[config.mk]
export PLATFORM = sky130hd
export DESIGN_NAME = mips_multicycle_ctrl
export DESIGN_NICKNAME = d
export VERILOG_FILES = /design/src/rtl/mips_pkg.sv /design/src/rtl/mips_multicycle_ctrl_alu_decoder.sv /design/src/rtl/mips_multicycle_ctrl.sv
export SDC_FILE = /design/constraint.sdc
export NUM_CORES = 1
export LEC_CHECK = 0
export BUFFER_PORTS_ARGS = -buffer_cell sky130_fd_sc_hd__buf_2
export CAP_MARGIN = 20
export CORE_MARGIN = 10
export CORE_UTILIZATION = 46
export DETAILED_ROUTE_END_ITERATION = 12
export PLACE_DENSITY = 0.88
export SLEW_MARGIN = 10
export SYNTH_ARGS = -nofsm -noshare
export SYNTH_HDL_FRONTEND = slang
export SYNTH_SLANG_ARGS = --single-unit
[constraint.sdc]
create_clock -name clk_i -period 2.6 [get_ports clk_i]
set_input_delay 0.52 -clock clk_i [delete_from_list [all_inputs] [get_ports clk_i]]
set_output_delay 0.52 -clock clk_i [all_outputs]
set_load 0.02 [all_outputs]
[src/rtl/mips_pkg.sv]
// Shared encodings for the multicycle MIPS control unit: opcodes, functs,
// ALU control codes, ALU operation classes and the controller state set.
package mips_pkg;

    localparam logic [5:0] OP_RTYPE = 6'b000000;
    localparam logic [5:0] OP_LW    = 6'b100011;
    localparam logic [5:0] OP_SW    = 6'b101011;
    localparam logic [5:0] OP_BEQ   = 6'b000100;
    localparam logic [5:0] OP_ADDI  = 6'b001000;
    localparam logic [5:0] OP_J     = 6'b000010;

    localparam logic [5:0] FN_ADD = 6'b100000;
    localparam logic [5:0] FN_SUB = 6'b100010;
    localparam logic [5:0] FN_AND = 6'b100100;
    localparam logic [5:0] FN_OR  = 6'b100101;
    localparam logic [5:0] FN_SLT = 6'b101010;

    localparam logic [2:0] ALU_ADD = 3'b010;
    localparam logic [2:0] ALU_SUB = 3'b110;
    localparam logic [2:0] ALU_AND = 3'b000;
    localparam logic [2:0] ALU_OR  = 3'b001;
    localparam logic [2:0] ALU_SLT = 3'b111;

    typedef enum logic [1:0] {
        ALUOP_ADD   = 2'b00,
        ALUOP_SUB   = 2'b01,
        ALUOP_FUNCT = 2'b10
    } alu_op_t;

    typedef enum logic [3:0] {
        FETCH   = 4'd0,
        DECODE  = 4'd1,
        MEMADR  = 4'd2,
        MEMRD   = 4'd3,
        MEMWB   = 4'd4,
        MEMWR   = 4'd5,
        EXECUTE = 4'd6,
        ALUWB   = 4'd7,
        BRANCH  = 4'd8,
        ADDIEX  = 4'd9,
        ADDIWB  = 4'd10,
        JUMP    = 4'd11
    } ctrl_state_t;

    // True for every opcode the controller knows how to sequence.
    function automatic logic is_supported_op(input logic [5:0] op);
        return (op == OP_RTYPE) || (op == OP_LW) || (op == OP_SW) ||
               (op == OP_BEQ) || (op == OP_ADDI) || (op == OP_J);
    endfunction

endpackage

[src/rtl/mips_multicycle_ctrl_alu_decoder.sv]
// Combinational ALU control decode: operation class plus funct field to the
// 3-bit ALU control code. Unknown functs fall back to ADD and are flagged.
module alu_decoder
    import mips_pkg::*;
(
    input  alu_op_t    alu_op_i,
    input  logic [5:0] funct_i,
    output logic [2:0] alu_control_o,
    output logic       illegal_o
);

    // Map operation class (and funct for R-type) to an ALU control code.
    always_comb begin
        alu_control_o = ALU_ADD;
        illegal_o     = 1'b0;
        case (alu_op_i)
            ALUOP_ADD: alu_control_o = ALU_ADD;
            ALUOP_SUB: alu_control_o = ALU_SUB;
            ALUOP_FUNCT: begin
                case (funct_i)
                    FN_ADD:  alu_control_o = ALU_ADD;
                    FN_SUB:  alu_control_o = ALU_SUB;
                    FN_AND:  alu_control_o = ALU_AND;
                    FN_OR:   alu_control_o = ALU_OR;
                    FN_SLT:  alu_control_o = ALU_SLT;
                    default: illegal_o     = 1'b1;
                endcase
            end
            default: alu_control_o = ALU_ADD;
        endcase
    end

endmodule

[src/rtl/mips_multicycle_ctrl.sv]
// Multicycle MIPS control unit. A Moore FSM sequences each instruction and
// drives datapath enables, mux selects and the ALU control code. While reset
// is held every output is forced to its idle value, so an asynchronous reset
// cuts off a pending memory write in the same cycle.
module mips_multicycle_ctrl
    import mips_pkg::*;
#(
    parameter bit USE_MEM_READY = 1'b1
) (
    input  logic       clk_i,
    input  logic       rst_n_i,
    input  logic [5:0] opcode_i,
    input  logic [5:0] funct_i,
    input  logic       zero_i,
    input  logic       memReady_i,
    output logic       pcEn_o,
    output logic       iOrD_o,
    output logic       memWrite_o,
    output logic       irWrite_o,
    output logic       regDst_o,
    output logic       memToReg_o,
    output logic       regWrite_o,
    output logic       aluSrcA_o,
    output logic [1:0] aluSrcB_o,
    output logic [1:0] pcSrc_o,
    output logic [2:0] aluControl_o,
    output logic       illegal_o
);

    ctrl_state_t state_q, state_d;
    alu_op_t     alu_op;
    logic        mem_ready;
    logic        pc_write;
    logic        branch;
    logic        op_illegal;
    logic        funct_illegal;

    assign mem_ready = USE_MEM_READY ? memReady_i : 1'b1;

    alu_decoder u_alu_decoder (
        .alu_op_i      (alu_op),
        .funct_i       (funct_i),
        .alu_control_o (aluControl_o),
        .illegal_o     (funct_illegal)
    );

    assign pcEn_o    = pc_write | (branch & zero_i);
    assign illegal_o = op_illegal | funct_illegal;

    // State register; asynchronous reset returns to FETCH.
    always_ff @(posedge clk_i or negedge rst_n_i) begin
        if (!rst_n_i) begin
            state_q <= FETCH;
        end else begin
            state_q <= state_d;
        end
    end

    // Next-state selection; any unknown encoding falls back to FETCH.
    always_comb begin
        state_d = state_q;
        case (state_q)
            FETCH:   if (mem_ready) state_d = DECODE;
            DECODE: begin
                case (opcode_i)
                    OP_LW, OP_SW: state_d = MEMADR;
                    OP_RTYPE:     state_d = EXECUTE;
                    OP_BEQ:       state_d = BRANCH;
                    OP_ADDI:      state_d = ADDIEX;
                    OP_J:         state_d = JUMP;
                    default:      state_d = FETCH;
                endcase
            end
            MEMADR:  state_d = (opcode_i == OP_LW) ? MEMRD : MEMWR;
            MEMRD:   if (mem_ready) state_d = MEMWB;
            MEMWB:   state_d = FETCH;
            MEMWR:   if (mem_ready) state_d = FETCH;
            EXECUTE: state_d = funct_illegal ? FETCH : ALUWB;
            ALUWB:   state_d = FETCH;
            BRANCH:  state_d = FETCH;
            ADDIEX:  state_d = ADDIWB;
            ADDIWB:  state_d = FETCH;
            JUMP:    state_d = FETCH;
            default: state_d = FETCH;
        endcase
    end

    // Moore output decode from the registered state, forced idle during reset.
    always_comb begin
        iOrD_o     = 1'b0;
        memWrite_o = 1'b0;
        irWrite_o  = 1'b0;
        regDst_o   = 1'b0;
        memToReg_o = 1'b0;
        regWrite_o = 1'b0;
        aluSrcA_o  = 1'b0;
        aluSrcB_o  = 2'b00;
        pcSrc_o    = 2'b00;
        alu_op     = ALUOP_ADD;
        pc_write   = 1'b0;
        branch     = 1'b0;
        op_illegal = 1'b0;
        case (state_q)
            FETCH: begin
                aluSrcB_o = 2'b01;
                irWrite_o = mem_ready;
                pc_write  = mem_ready;
            end
            DECODE: begin
                aluSrcB_o  = 2'b11;
                op_illegal = !is_supported_op(opcode_i);
            end
            MEMADR: begin
                aluSrcA_o = 1'b1;
                aluSrcB_o = 2'b10;
            end
            MEMRD:   iOrD_o = 1'b1;
            MEMWB: begin
                memToReg_o = 1'b1;
                regWrite_o = 1'b1;
            end
            MEMWR: begin
                iOrD_o     = 1'b1;
                memWrite_o = 1'b1;
            end
            EXECUTE: begin
                aluSrcA_o = 1'b1;
                alu_op    = ALUOP_FUNCT;
            end
            ALUWB: begin
                regDst_o   = 1'b1;
                regWrite_o = 1'b1;
            end
            BRANCH: begin
                aluSrcA_o = 1'b1;
                alu_op    = ALUOP_SUB;
                pcSrc_o   = 2'b01;
                branch    = 1'b1;
            end
            ADDIEX: begin
                aluSrcA_o = 1'b1;
                aluSrcB_o = 2'b10;
            end
            ADDIWB:  regWrite_o = 1'b1;
            JUMP: begin
                pcSrc_o  = 2'b10;
                pc_write = 1'b1;
            end
            default: ;
        endcase
        if (!rst_n_i) begin
            iOrD_o     = 1'b0;
            memWrite_o = 1'b0;
            irWrite_o  = 1'b0;
            regDst_o   = 1'b0;
            memToReg_o = 1'b0;
            regWrite_o = 1'b0;
            aluSrcA_o  = 1'b0;
            aluSrcB_o  = 2'b00;
            pcSrc_o    = 2'b00;
            alu_op     = ALUOP_ADD;
            pc_write   = 1'b0;
            branch     = 1'b0;
            op_illegal = 1'b0;
        end
    end

endmodule

==> results of run 1 <==
[per-layer routing]
layer / vias to the layer above / routed length, um / GRT usage, %
met5: - / 0 / 0
met4: 0 / 20 / 3.53
met3: 4 / 228 / 4.29
met2: 46 / 1120 / 23.5
met1: 420 / 923 / 14.5
li1: 435 / - / -
[cell type report]
cell class / count / area (um2) / area share, %
inverter: 7 / 26.3 / 2.75
clock buffer: 3 / 22.5 / 2.35
multi-input combinational: 86 / 587 / 61.3
timing repair buffer: 37 / 200 / 20.9
tap: 16 / 20.0 / 2.09
sequential: 4 / 101 / 10.6
[logic make-up (layout without fill, tap and decap cells)]
| kind of cell | Yosys count | after routing |
|---|---|---|
| and+or+nand+nor | 57 | 57 |
| AOI/OAI and AO/OA | 22 | 22 |
| buffers and inverters | 11 | 47 |
| DFF | 4 | 4 |
| xor gates and xnor gates | 3 | 3 |
| adders and majority gates | 2 | 2 |
| muxes | 2 | 2 |
[critical path, cell delays in order, from the launching register on]
cell and delay (ns):
dfrtp_1 0.38, nand2b_1 0.18, or3_1 0.35, ha_1 0.30, or3_1 0.37, buf_2 0.17
[worst max path at each step]
stage / start / end / depth (start not counted)
finish: state_q[3]$_DFFE_PN0P_ / aluControl_o[1] / 5
global route: state_q[3]$_DFFE_PN0P_ / aluControl_o[1] / 5
CTS: state_q[1]$_DFFE_PN0P_ / aluControl_o[1] / 9
detailed placement: rst_n_i / aluControl_o[1] / 10
global placement: rst_n_i / aluControl_o[1] / 6
floorplan: state_q[3]$_DFFE_PN0P_ / aluControl_o[1] / 5
[placed cells by master, fill, tap and decap left out, drive strengths merged, types with 4 or more instances in the layout]
cell / instances
nor2: 17
nand2b: 8
inv: 7
dfrtp: 4
nor2b: 4
nand2: 6
nor3: 9
buf: 37
[report_power, final]
group          switching [mW]  internal [mW]  total, mW
clock                  0.0305         0.0520     0.0825
combinational           0.208          0.136      0.345
sequential             0.0220         0.0781      0.100
[timing repair]
item / in CTS / in global routing
setup endpoints to repair: 1 / 1
pin swaps: 0 / 0
resized for setup: 3 / 4
buffers inserted: 1 / 0
==> results.md, run 1 <==
- The count of filler cells inserted in the layout is 150.
- The setup slack after layout is 0.0847 ns.
- The terminus of the critical flop-to-flop path is state_q[2]$_DFFE_PN0P_.
- For this run, the number of standard cells in the final layout without fillers is between 150 and 200.
- No sink is reached through more buffers than the 2 on the longest clock path.
- The synthesized area divided by synthesized cell count is 7.12 um2.
- The share of the cycle needed by the critical path after routing is 96.7%.
- The number of H-tree levels is 1.
- 0 antenna diodes ended up in the layout.
- Row generation in the floorplan step produced 14 rows.
- The final routed wire length divided by cell count is 15.0 um.
- Timing analysis after detailed placement gives a worst setup slack of about 0.092 ns.
- The category of the most critical setup path is reg2out.
- The starting density of the core is 48.3%.
- The most area-hungry cell type in the Yosys netlist is dfrtp_1.
- The first-pass GRT wire length is 3850 um.
- Dividing total power by cell area gives a power density of around 550 nW/um2.
- The number of clock buffers inserted by TritonCTS is 3.
- The register with the most flip-flops in the layout has 4 of them.
- The number of antenna-violating nets in the routed design is 0.
- The total power draw is 527 uW.
- The clock transition at the register clock pins on the worst setup and hold paths after CTS is approximately 0.040 ns.
- In this run the worst path has a maximum fanout of 3.
- The root buffer cell chosen for the clock tree is clkbuf_4.
- Setup repair after global routing left no endpoint under its margin.
- From bottom edge to top edge, the die measures 59.5 um.
- Cells fill 64.3% of the core in the end.
- The count of buffers added on input and output ports is 31.
- The adder-cell area share of the yosys netlist is 3.48%.
- The initial detailed-routing violation count is 23.
- The register with the most flip-flops is state_q.
- The class of the worst hold path is in2async.
- The tightest hold margin is 0.236 ns.
- Sequential cells were found to cover roughly 14% of the synthesized design area.
- The share of async-settable or async-resettable flops after synthesis is 100%.
- The total overflow left after global routing is 0.
- TritonCTS built the clock tree.
- The routed design has 2300 um of wire.
- The horizontal extent of the die is about 60 um.
- The area of the die is around 3500 um2.
- The critical register-to-register path startpoint is state_q[3]$_DFFE_PN0P_.
- The via count of the first global-routing pass was 900.
- Among all flip-flop cells after synthesis, the most frequent one is dfrtp_1.
- Counting flops with a built-in enable in the synthesized netlist gives 0.
- Setup slack on the worst reg-to-reg path comes out at 0.71 ns.
- The xor-xnor portion of the synthesized cell area is 3.65%.
- Summing over every cut layer, the via total after detailed routing is 905.
- The synthesized netlist contains 39 unique library cells.
- The last weighted congestion value of the routability-driven placer is about 0.91.
- The area overhead of the layout relative to synthesis is 33.0%.
- The area of the placeable core is 1490 um2.
- The simple-gate portion of the synthesized area is 44.3%.
- The worst reg-to-reg path cell count is 8.
- The cell area after synthesis is 719 um2.
- The hold violation count in the final report was 0.
- Synthesis inferred 4 register bits.
- The number of clock sinks seen by CTS is 4.
- The fraction of post-synthesis cell area in the top cell type by area is 13.9%.
- By area the synthesized netlist is led by dfrtp_1 (14%), nor2_1 (8.9%), nand2b_1 (7.0%), nor3_1 (4.9%), inv_1 (3.7%).
- The final count of pins violating max slew was 0.
- VDD sags by at most 0.398 mV.
- The number of DRC violations after detailed routing is 0.
- The clock latency at the later pin of the worst-skew pair is about 0.24 ns.
- The fraction of layout instances using a drive strength above 1 is 39.4%.
- Counting every net in the synthesized netlist gives 119.
- The first-pass iteration count of the detailed router is 4.
- The most common cell in the synthesized netlist is nor2_1.
- The count of placed standard cells including taps is 149.
- Summing all placed instances gives a cell area of approximately 900 um2.
- The number of hold buffers added after CTS is 0.
- At the pin with the least slew margin, the transition time is 0.316 ns.
- The largest net degree at the start of global routing is 12.
- The count of mapped cells out of synthesis is slightly above 100.
- Yosys printed 0 warnings.
- After layout, the minimum clock period comes to approximately 2.5 ns.
- The total of endpoints with negative setup slack in the final report is 0.
- The global-route usage over all layers is between 10% and 20%.
- The number of antenna violations at the first check in global routing is 0.
- The final cell area excluding filler cells is between 900 and 1000 um2.
- The category of the worst setup path capture point is an output port.
- The final layout contains around 160 nets.
- After detailed routing, the number of vias per cell comes to 5.92.
- For this design the static power due to leakage is 0.469 nW.
- The clock arrives with roughly 0.0038 ns of skew.
- The launching element type of the critical path is a register.
- Headroom to the max-slew limit came out at 78.9%.
- The run finished with clean final reports.
- The commonest cells after synthesis are nor2_1 (17), nand2b_1 (8), inv_1 (7), nor3_1 (7), nand2_1 (6).
- Across the run, the number of max-cap violations was 0.
- Data on the critical path is required at its endpoint by 2.08 ns.
- Of the post-synthesis cell area, the part taken by muxes is 2.78%.
- The I/O pin count is 32.
- Summed over all failing endpoints, the final setup total negative slack is 0 ns.
- The share of the synthesized area in compound gates (AO/OA/AOI/OAI) is 23.0%.
- Based on the critical path, the design can be clocked at up to 398 MHz.
- By area, the combinational part of the netlist is dominated by simple AND/OR/NAND/NOR gates.
- The arrival time of the worst setup path is 2.00 ns.
- The largest registers in the layout are state_q x4.
- Once detailed placement completed, the half-perimeter wirelength came to 1870 um.
Power figures use the tool's default switching activity.
==> inputs of run 2 (changes only) <==
--- a/config.mk
+++ b/config.mk
@@ -14,4 +14,5 @@
 export SLEW_MARGIN = 10
 export SYNTH_ARGS = -nofsm -noshare
 export SYNTH_HDL_FRONTEND = slang
+export SYNTH_HIERARCHICAL = 1
 export SYNTH_SLANG_ARGS = --single-unit
==> run 2 against run 1 <==
Net effect: clock-buffer cell count unchanged; largest cell class unchanged; combinational power shrank 32%; global-route usage decreased by 0.65 points; maximum frequency rose by 0.76%.
==> results.md, run 2 <==
- The via count of the first global-routing pass is 920 (+2.2%).
- The actual slew at the worst max-slew pin was 0.489 ns (+0.172 ns).
- The number of clock buffers inserted by TritonCTS is 3 (unchanged).
- The biggest area contributor in the post-synthesis netlist is dfrtp_1.
- The worst setup slack for register-to-register paths is 0.72 ns (about the same).
- The slowest stage of the critical path belongs to the cell dfrtp_1.
- The adder-cell area share of the yosys netlist was 3.50% (+0.018 points).
- The startpoint of the worst setup timing path is state_q[2]$_DFFE_PN0P_.
- The total of endpoints with negative setup slack in the final report is 0 (unchanged).
- The largest fanout of any net on the critical path is 4 (+1).
- The buffer and inverter count on the worst path is 2 (+1).
- The final count of pins violating max slew is 0 (unchanged).
- The most common cell after layout, fill and taps aside is buf_2.
- The number of inserted diodes is 0 (unchanged).
- The clock transition at the register clock pins on the worst setup and hold paths after CTS was 0.04 ns (about the same).
- The register area is 101 um2 (unchanged).
- The tightest hold margin was 0.0819 ns (-0.154 ns).
- The simple-gate portion of the synthesized area is 39.0% (-5.4 points).
- The last weighted congestion value of the routability-driven placer was 0.834 (-8.4%).
- The category of the most critical setup path is reg2out.
- The category of the worst setup path capture point is an output port.
- The main combinational cell family by area after synthesis is simple AND/OR/NAND/NOR gates.
- The fraction of post-synthesis cell area in the top cell type by area came to 14.0% (+0.073 points).
- The routed wire length is 2290 um (about the same).
- The path class of the tightest hold or removal check is in2async.
- The hold violation count in the final report is 0 (unchanged).
- The total overflow reported by the global router is 0 (unchanged).
- The count of filler cells inserted in the layout was 132 (-12%).
- The area of the placeable core was 1490 um2 (unchanged).
- The first-pass GRT wire length is 3640 um (-5.4%).
- The met2 wirelength from detailed routing is 1120 um (-0.36%).
- The share of async-settable or async-resettable flops after synthesis is 100% (unchanged).
- The clock latency at the later pin of the worst-skew pair is 0.25 ns (about the same).
- The worst-case clock buffer depth is 2 (unchanged).
- The largest vdd supply drop came to 0.193 mV (-52%).
- The endpoint of the worst setup timing path is aluControl_o[2].
- The xor-xnor portion of the synthesized cell area is 3.67% (+0.019 points).
- The final critical-path required period is 2.50 ns (-0.0190 ns).
- The number of H-tree levels came to 1 (unchanged).
- The share of the cycle needed by the critical path after routing is 96.0% (-0.73 points).
- The number of warnings printed during yosys synthesis is 6 (+6).
- The overall via count from detail_route was 945 (+4.4%).
- The largest delay contributor family on the critical path is simple AND/OR/NAND/NOR gates.
- The first-pass iteration count of the detailed router is 4 (unchanged).
- The count of port buffers added during placement is 31 (unchanged).
- The final routed wire length divided by cell count is 14.7 um (-2.0%).
- The synthesized net count is 124 (+4.2%).
- The share of synthesized area occupied by flip-flops and latches is 14.0% (+0.073 points).
- The worst clock skew is 0.00552 ns (+0.00175 ns).
- The initial detailed-routing violation count is 33 (+43%).
- The global-route usage over all layers is 12.5% (-0.65 points).
- The count of placed standard cells including taps is 152 (+2.0%).
- The number of enable-type register cells in the synthesized netlist is 0 (unchanged).
- The number of DRC violations after detailed routing came to 0 (unchanged).
- The worst slew margin relative to its limit is 67.4% (-12 points).
- The largest registers in the layout are state_q x4.
- The achievable clock frequency is 401 MHz (+0.76%).
- The register with the most flip-flops is state_q.
- The count of different cell masters after synthesis is 38 (-2.6%).
- Sorting the synthesized cells by how often they occur yields nor2_1 (14), nor3_1 (10), inv_1 (8).
- The post-placement worst setup slack is 0.194 ns (+0.102 ns).
- The final cell area excluding filler cells was 951 um2 (-0.65%).
- The I/O pin count is 32 (unchanged).
- The power density over cell area is 435 nW/um2 (-21%).
- The worst reg-to-reg path cell count was 10 (+2).
- In the layout the commonest cells are buf_2 (31), nor2_1 (14), nor3_1 (9).
- The synthesis-stage register bit count is 4 (unchanged).
- The synthesized area divided by synthesized cell count is 6.75 um2 (-5.2%).
- The count of standard-cell rows is 14 (unchanged).
- The count of mapped cells out of synthesis is 106 (+5.0%).
- The overall die height is 59.4 um (-0.17%).
- The signal on the critical path passes through nor2b_4 -> nand2_1 -> nor3_2 -> inv_1 -> ha_2 -> nor2b_1 -> a32o_1 -> buf_2.
- The run finished with clean final reports.
- The total power draw came to 414 uW (-22%).
- The detailed placer's ending HPWL is 1790 um (-4.2%).
- The setup slack after layout is 0.104 ns (+0.0190 ns).
- In the post-synthesis netlist, the cell with the most instances is nor2_1.
- The number of clock sinks seen by CTS is 4 (unchanged).
- The worst stage delay on the critical path is 0.41 ns (+0.03 ns).
- The number of flip-flops under the largest register name is 4 (unchanged).
- The final net count was 160 (+1.9%).
- The clock tree root buffer cell is clkbuf_4.
- The launching element type of the critical path is a register.
- The multiplexer area fraction after synthesis is 2.97% (+0.19 points).
- The final design utilization is 63.9% (-0.42 points).
- The reported max-cap violation count was 0 (unchanged).
- The starting density of the core is 48.1% (-0.25 points).
- In this run the top signal layer used is met4.
- The sum of routed wire segments on met1 is 896 um (-2.9%).
- The critical register-to-register path startpoint is state_q[2]$_DFFE_PN0P_.
- The data required time of the worst path is 2.08 ns (about the same).
- The detailed-route vias per instance is 6.06 (+2.4%).
- The terminus of the critical flop-to-flop path is state_q[2]$_DFFE_PN0P_.
- The number of hold buffers added after CTS is 0 (unchanged).
- The number of antenna violations at the first check in global routing was 0 (unchanged).
- The filler-free cell count of the finished design came to 156 (+2.0%).
- The area of the multi-input gates came to 569 um2 (-3.0%).
- The area growth from synthesis to layout is 32.9%.
- The area of the die is 3530 um2 (-0.34%).
- The dominant synthesized flop cell is dfrtp_1.
- The share of the synthesized area in compound gates (AO/OA/AOI/OAI) is 27.4% (+4.5 points).
- The placed standard-cell area came to 898 um2 (+0.42%).
- The setup TNS is 0 ns (unchanged).
- The largest net degree at the start of global routing is 16 (+4).
- TritonCTS built the clock tree.
- The horizontal extent of the die came to 59.4 um (-0.17%).
- The number of cells on the critical path was 8 (+3).
- Yosys attributes the largest share of cell area to dfrtp_1 (14%), nor2_1 (7.3%), nor3_1 (7.0%), nor2b_1 (5.2%), o21ai_0 (4.2%).
- The number of antenna-violating nets in the routed design was 0 (unchanged).
- The cell area after synthesis is 716 um2 (-0.52%).
- The arrival time of the worst setup path is 1.98 ns (-0.02 ns).
- The fraction of layout instances using a drive strength above 1 is 33.6% (-5.8 points).
- The detailed-routed wire length on met3 was 217 um (-4.8%).
- The cell leakage power is 0.468 nW (-0.31%).
run 2: what timing repair did:
item | in CTS | in global routing
resized for setup | 0 | 6
setup buffers | 0 | 1
endpoints found under the setup margin | 0 | 3
run 2: kinds of logic after synthesis:
kind of cell             count (synthesis)
XOR/XNOR                                 3
AND/OR/NAND/NOR                         52
flip-flops                               4
adder cells (fa/ha/maj)                  2
multiplexers                             2
AO/OA/AOI/OAI                           28
buffers and inverters                   15
run 2: how the worst min path moves through the flow:
stage | from | slack (ns) | end
floorplan | rst_n_i | 0.22 | state_q[0]$_DFFE_PN0P_
global placement | rst_n_i | 0.34 | state_q[0]$_DFFE_PN0P_
CTS | rst_n_i | 0.09 | state_q[0]$_DFFE_PN0P_
global route | rst_n_i | 0.1 | state_q[0]$_DFFE_PN0P_
detailed placement | rst_n_i | 0.35 | state_q[0]$_DFFE_PN0P_
finish | rst_n_i | 0.08 | state_q[0]$_DFFE_PN0P_
run 2: cell type report:
type / count / area share [%]
Multi-Input combinational cell: 87 / 59.9
Timing Repair Buffer: 38 / 21.8
Sequential cell: 4 / 10.7
Inverter: 8 / 3.16
Clock buffer: 3 / 2.37
Tap cell: 16 / 2.11
run 2: metal layers:
layer	up-vias	GRT usage, %
met5	-	0
met4	0	6.89
met3	9	3.43
met2	52	21.5
met1	422	13.4
li1	462	-
run 2: where the power goes:
group	total, mW	internal (mW)	leakage [nW]	switching, mW
Clock	0.0838	0.0520	0.0138	0.0318
Sequential	0.0934	0.0726	0.0523	0.0208
Combinational	0.236	0.0933	0.402	0.143
Total	0.414	0.218	0.468	0.196
